==> src/rtl/cnn_pkg.sv <==
// Shared constants and helpers for the MNIST convolution datapath.
package cnn_pkg;
  localparam int MNIST_W = 28;
  localparam int MNIST_H = 28;
  localparam int CONV_K  = 3;

  // Store tap feeding window element (r,c); row 0 / col 0 is the oldest pixel.
  function automatic int window_idx(input int r, input int c, input int k, input int w);
    return (k - 1 - r) * w + (k - 1 - c);
  endfunction
endpackage

==> src/rtl/tap_shift_chain.sv <==
// Enable-gated shift chain with synchronous reset/clear to a load value; every stage is exposed.
module tap_shift_chain
  import cnn_pkg::*;
#(
  parameter int N     = 8,
  parameter int Depth = 59
) (
  input  logic                  clk_i,
  input  logic                  rst_i,
  input  logic [N-1:0]          rst_val_i,
  input  logic                  clear_i,
  input  logic                  en_i,
  input  logic [N-1:0]          data_i,
  output logic [Depth-1:0][N-1:0] stages_o
);
  logic [Depth-1:0][N-1:0] store_q, store_d;

  always_comb begin
    store_d = store_q;
    if (clear_i) begin
      store_d = {Depth{rst_val_i}};
    end else if (en_i) begin
      store_d[0] = data_i;
      for (int j = 1; j < Depth; j++) store_d[j] = store_q[j-1];
    end
  end

  always_ff @(posedge clk_i) begin
    if (rst_i) store_q <= {Depth{rst_val_i}};
    else       store_q <= store_d;
  end

  assign stages_o = store_q;
endmodule

==> src/rtl/conv_line_buffer.sv <==
// Raster-order pixel stream to K x K sliding window, with geometry tracking,
// window-valid qualification and end-of-frame pulse.
module conv_line_buffer
  import cnn_pkg::*;
#(
  parameter int N         = 8,
  parameter int ImgWidth  = MNIST_W,
  parameter int ImgHeight = MNIST_H,
  parameter int K         = CONV_K,
  localparam int Depth    = (K - 1) * ImgWidth + K,
  localparam int CW       = (ImgWidth  > 1) ? $clog2(ImgWidth)  : 1,
  localparam int RW       = (ImgHeight > 1) ? $clog2(ImgHeight) : 1
) (
  input  logic          clk_i,
  input  logic          rst_i,
  input  logic [N-1:0]  rst_val_i,
  input  logic          clear_i,
  input  logic          en_i,
  input  logic [N-1:0]  data_i,
  output logic [N-1:0]  window_o [K*K-1:0],
  output logic          win_valid_o,
  output logic [CW-1:0] col_o,
  output logic [RW-1:0] row_o,
  output logic          frame_done_o
);
  logic [Depth-1:0][N-1:0] taps;
  logic [CW-1:0] col_q, col_d;
  logic [RW-1:0] row_q, row_d;
  logic          valid_q, valid_d;
  logic          done_q, done_d;
  logic          last_col, last_row;

  tap_shift_chain #(.N(N), .Depth(Depth)) u_chain (
    .clk_i    (clk_i),
    .rst_i    (rst_i),
    .rst_val_i(rst_val_i),
    .clear_i  (clear_i),
    .en_i     (en_i),
    .data_i   (data_i),
    .stages_o (taps)
  );

  assign last_col = (col_q == CW'(ImgWidth - 1));
  assign last_row = (row_q == RW'(ImgHeight - 1));

  // Qualification uses the pre-increment position, so row-straddling windows never fire.
  always_comb begin
    col_d   = col_q;
    row_d   = row_q;
    valid_d = 1'b0;
    done_d  = 1'b0;
    if (clear_i) begin
      col_d = '0;
      row_d = '0;
    end else if (en_i) begin
      valid_d = (int'(row_q) >= K - 1) && (int'(col_q) >= K - 1);
      done_d  = last_col && last_row;
      if (last_col) begin
        col_d = '0;
        row_d = last_row ? '0 : row_q + RW'(1);
      end else begin
        col_d = col_q + CW'(1);
      end
    end
  end

  always_ff @(posedge clk_i) begin
    if (rst_i) begin
      col_q   <= '0;
      row_q   <= '0;
      valid_q <= 1'b0;
      done_q  <= 1'b0;
    end else begin
      col_q   <= col_d;
      row_q   <= row_d;
      valid_q <= valid_d;
      done_q  <= done_d;
    end
  end

  for (genvar r = 0; r < K; r++) begin : g_row
    for (genvar c = 0; c < K; c++) begin : g_col
      assign window_o[r*K+c] = taps[window_idx(r, c, K, ImgWidth)];
    end
  end

  assign win_valid_o  = valid_q;
  assign frame_done_o = done_q;
  assign col_o        = col_q;
  assign row_o        = row_q;
endmodule

==> config.mk <==
export PLATFORM = sky130hd
export DESIGN_NAME = conv_line_buffer
export DESIGN_NICKNAME = d
export VERILOG_FILES = /design/src/rtl/cnn_pkg.sv /design/src/rtl/tap_shift_chain.sv /design/src/rtl/conv_line_buffer.sv
export SDC_FILE = /design/constraint.sdc
export NUM_CORES = 1
export LEC_CHECK = 0
export CAP_MARGIN = 20
export CORE_MARGIN = 2
export CORE_UTILIZATION = 48
export CTS_CLUSTER_SIZE = 40
export DETAILED_ROUTE_END_ITERATION = 8
export GPL_TIMING_DRIVEN = 0
export PLACE_DENSITY = 0.66
export SLEW_MARGIN = 10
export SYNTH_ARGS = -nofsm -noshare
export SYNTH_HDL_FRONTEND = slang
export SYNTH_SLANG_ARGS = --single-unit
==> constraint.sdc <==
create_clock -name clk_i -period 20.8 [get_ports clk_i]
set_input_delay 5.2 -clock clk_i [delete_from_list [all_inputs] [get_ports clk_i]]
set_output_delay 5.2 -clock clk_i [all_outputs]
set_load 0.05 [all_outputs]
==> flow_summary_export.csv <==
group,metric,value,unit
clock_network,cts_resized,0,
route,wirelength,36.1,mm
sta,holdWs,0.510,ns
clock_network,ctsLongestPathBuffers,3,
placement,gp_congestion,0.770,
critical_path,crit_top_cell,"buf_16",
yosys,syn-num-nets,1224,
sta,final_max_slew_viol_count,0,
clock_network,cts_buffers,49,
floorplan,top_level_ports,104,
critical_path,critPathKind,"primary input to register",
yosys,ys_top_cells_by_count,"a21o_1, edfxtp_1, buf_4",
clock_network,clock-sinks,484,
floorplan,die_x,206,um
worst_hold_path,min_from,"u_chain.stages_o[400]$_DFFE_PP_",
yosys,netlist_area,19600,um2
power_and_ir_drop,power.share.switching,22.7,%
clock_network,htreeDepth,2,
critical_path,regToRegStartpoint,"col_o[1]$_SDFFE_PP0P_",
power_and_ir_drop,power_density,99.4,nW/um2
finish,nets,1385,
sta,hold_violations,0,
flow_run,maxCapViolCount,0,
yosys,ys_seq_elements,484,
global_routing,grt_pass1_vias,10400,
sta,rsz0062_at_grt,"false",
clock_network,cts_tree,"done",
critical_path,cp-end-kind,"register",
sta,setup_viol,0,
floorplan,core_area,40000,um2
floorplan,die_h,206,um
clock_network,clockRootBuffer,"clkbuf_16",
global_routing,grt_use_total,17.5,%
critical_path,cp_num_buf_inv,5,
yosys,synth_cell_types,35,
global_routing,antenna_found_initial,0,
route,drt_iter0_markers,672,
clock_network,cts_hold_buffers,0,
clock_network,worstSkewPairLatency,0.56,ns
critical_path,reg2regPathDepth,4,
yosys,synth_flop_cell,"edfxtp_1",
power_and_ir_drop,p_sw,0.000519,W
sta,max_freq,138,MHz
placement,hpwl,23.3,mm
global_routing,grt-ovfl-total,0,
worst_hold_path,min_path_type,"register to register",
power_and_ir_drop,internal_power,0.00176,W
route,wl_per_cell,18.8,um
placement,pre_cts_ws,12.95,ns
yosys,avgSynthCellArea,16.3,um2
worst_hold_path,holdPathStages,1,
yosys,syn_inst,1200,
power_and_ir_drop,clockPowerShare,36.2,%
critical_path,startpoint,"rst_i",
yosys,yosys.area.top_type_share,72.4,%
route,drc_errors,0,
yosys,synth_top_area_cell,"edfxtp_1",
critical_path,critPathTopFamily,"buffers and inverters",
sta,relSlewSlack,41.6,%
clock_network,cts_setup_buffers,0,
finish,area_delta_synth_final,17.2,%
yosys,ys_seq_area_share,73.6,%
critical_path,worstPathArrival,7.47,ns
yosys,ys_async_sr_fraction,0,%
critical_path,critPathSlowestCell,"clkdlybuf4s50_1",
power_and_ir_drop,pwr-share-seq,53.2,%
global_routing,grt_max_degree,65,
route,ant_nets,0,
critical_path,required,21.03,ns
sta,min_period,7.25,ns
sta,min_period_over_period,34.8,%
floorplan,std_cell_rows,73,
outcome,outcome,"completed",
power_and_ir_drop,p_comb_share,10.6,%
critical_path,cp_cell_sequence,"clkdlybuf4s50_1 -> or3_4 -> buf_12 -> buf_16 -> buf_16 -> buf_16",
finish,diodes,0,
yosys,synth_edf_count,472,
critical_path,start_kind,"primary input",
critical_path,cp_max_fo,64,
placement,numPortBuffers,102,
sta,finClkSkew,0.0107,ns
sta,worst_pin_slew,0.873,ns
sta,fin_ws,13.55,ns
floorplan,fp.dieArea,42400,um2
route,dr_total_vias,10200,
sta,setup_tns,0,ns
critical_path,cp.depth,6,
critical_path,max_stage_delay,0.50,ns
power_and_ir_drop,ir_drop,0.0555,mV
yosys,synthTopCellsByArea,"edfxtp_1, a21o_1, buf_4",
route,vias_per_cell,5.34,
clock_network,clkTransAtPathRegs,0.06,ns
finish,drive_gt1_share,15.8,%
power_and_ir_drop,total_leakage_power,10.8,nW
route,drtPass1Iterations,4,
yosys,yosysWarningCount,0,
global_routing,grt_pass1_wl,57.7,mm
floorplan,start_util,48.9,%
==> cells in the final DEF (no fill, tap or decap), types with 8 or more instances in the layout <==
master	Yosys	layout
clkbuf_16	0	49
buf_2	45	45
clkinv_1	0	16
clkdlybuf4s50_1	0	102
clkbuf_1	40	48
buf_4	73	73
edfxtp_1	472	472
and2_4	8	8
buf_6	25	25
dfxtp_1	12	12
a21o_1	472	472
==> final cells by class <==
cell class / count / area (um2)
tap: 525 / 657
fill: 3188 / 17100
timing repair buffer: 110 / 1230
inverter: 2 / 7.51
clock buffer: 57 / 1260
buffer: 183 / 1200
multi-input combinational: 531 / 3960
sequential: 484 / 14400
clock inverter: 27 / 215
==> cell families after synthesis <==
group	after synthesis	share of synthesized area [%]
and+or+nand+nor	39	1.28
DFF	484	73.6
muxes	1	0.0511
buffers and inverters	185	6.19
xor gates and xnor gates	3	0.134
adders and majority gates	4	0.256
AOI/OAI and AO/OA	484	18.5
==> per-layer routing <==
layer / global-route usage, % / vias up / share of wire, %
li1: - / 4796 / -
met1: 25.1 / 5237 / 47
met2: 28.1 / 166 / 48
met3: 3.09 / 41 / 3.5
met4: 4.16 / 0 / 1.6
met5: 0 / - / 0
==> power by group through the flow <==
stage                     Clock (W)  Sequential [W]  Combinational (W)
after floorplan                   0         0.00124           0.000175
after CTS                  0.000845         0.00121           0.000247
after detailed placement          0         0.00123           0.000245
after global placement            0         0.00125           0.000236
final                      0.000826         0.00121           0.000242
after global routing       0.000881         0.00122           0.000261
==> sequential cells by signal (all words and copies together), names as in the netlist <==
name              flops
col_o                 5
frame_done_o          1
row_o                 5
u_chain.stages_o    472
win_valid_o           1
==> path summary, 6_finish.rpt <==
path	end	slack, ns
min reg2reg	u_chain.stages_o[408]$_DFFE_PP_	0.51
max	u_chain.stages_o[353]$_DFFE_PP_	13.55
min	u_chain.stages_o[408]$_DFFE_PP_	0.51
max reg2reg	row_o[1]$_SDFFE_PP0P_	19.17
==> stage by stage <==
step | total power [W] | std cells | util [%] | instance area, um2
floorplan | 0.00141 | 1200 | - | 19600
global placement | 0.00149 | 1827 | 53.1 | 21300
detailed placement | 0.00148 | 1835 | 53.7 | 21500
CTS | 0.00231 | 1919 | 57.4 | 22900
global route | 0.00236 | 1919 | 57.4 | 22900
finish | 0.00228 | 1919 | 57.4 | 22900
No activity file was read; power rests on OpenSTA's default activity.
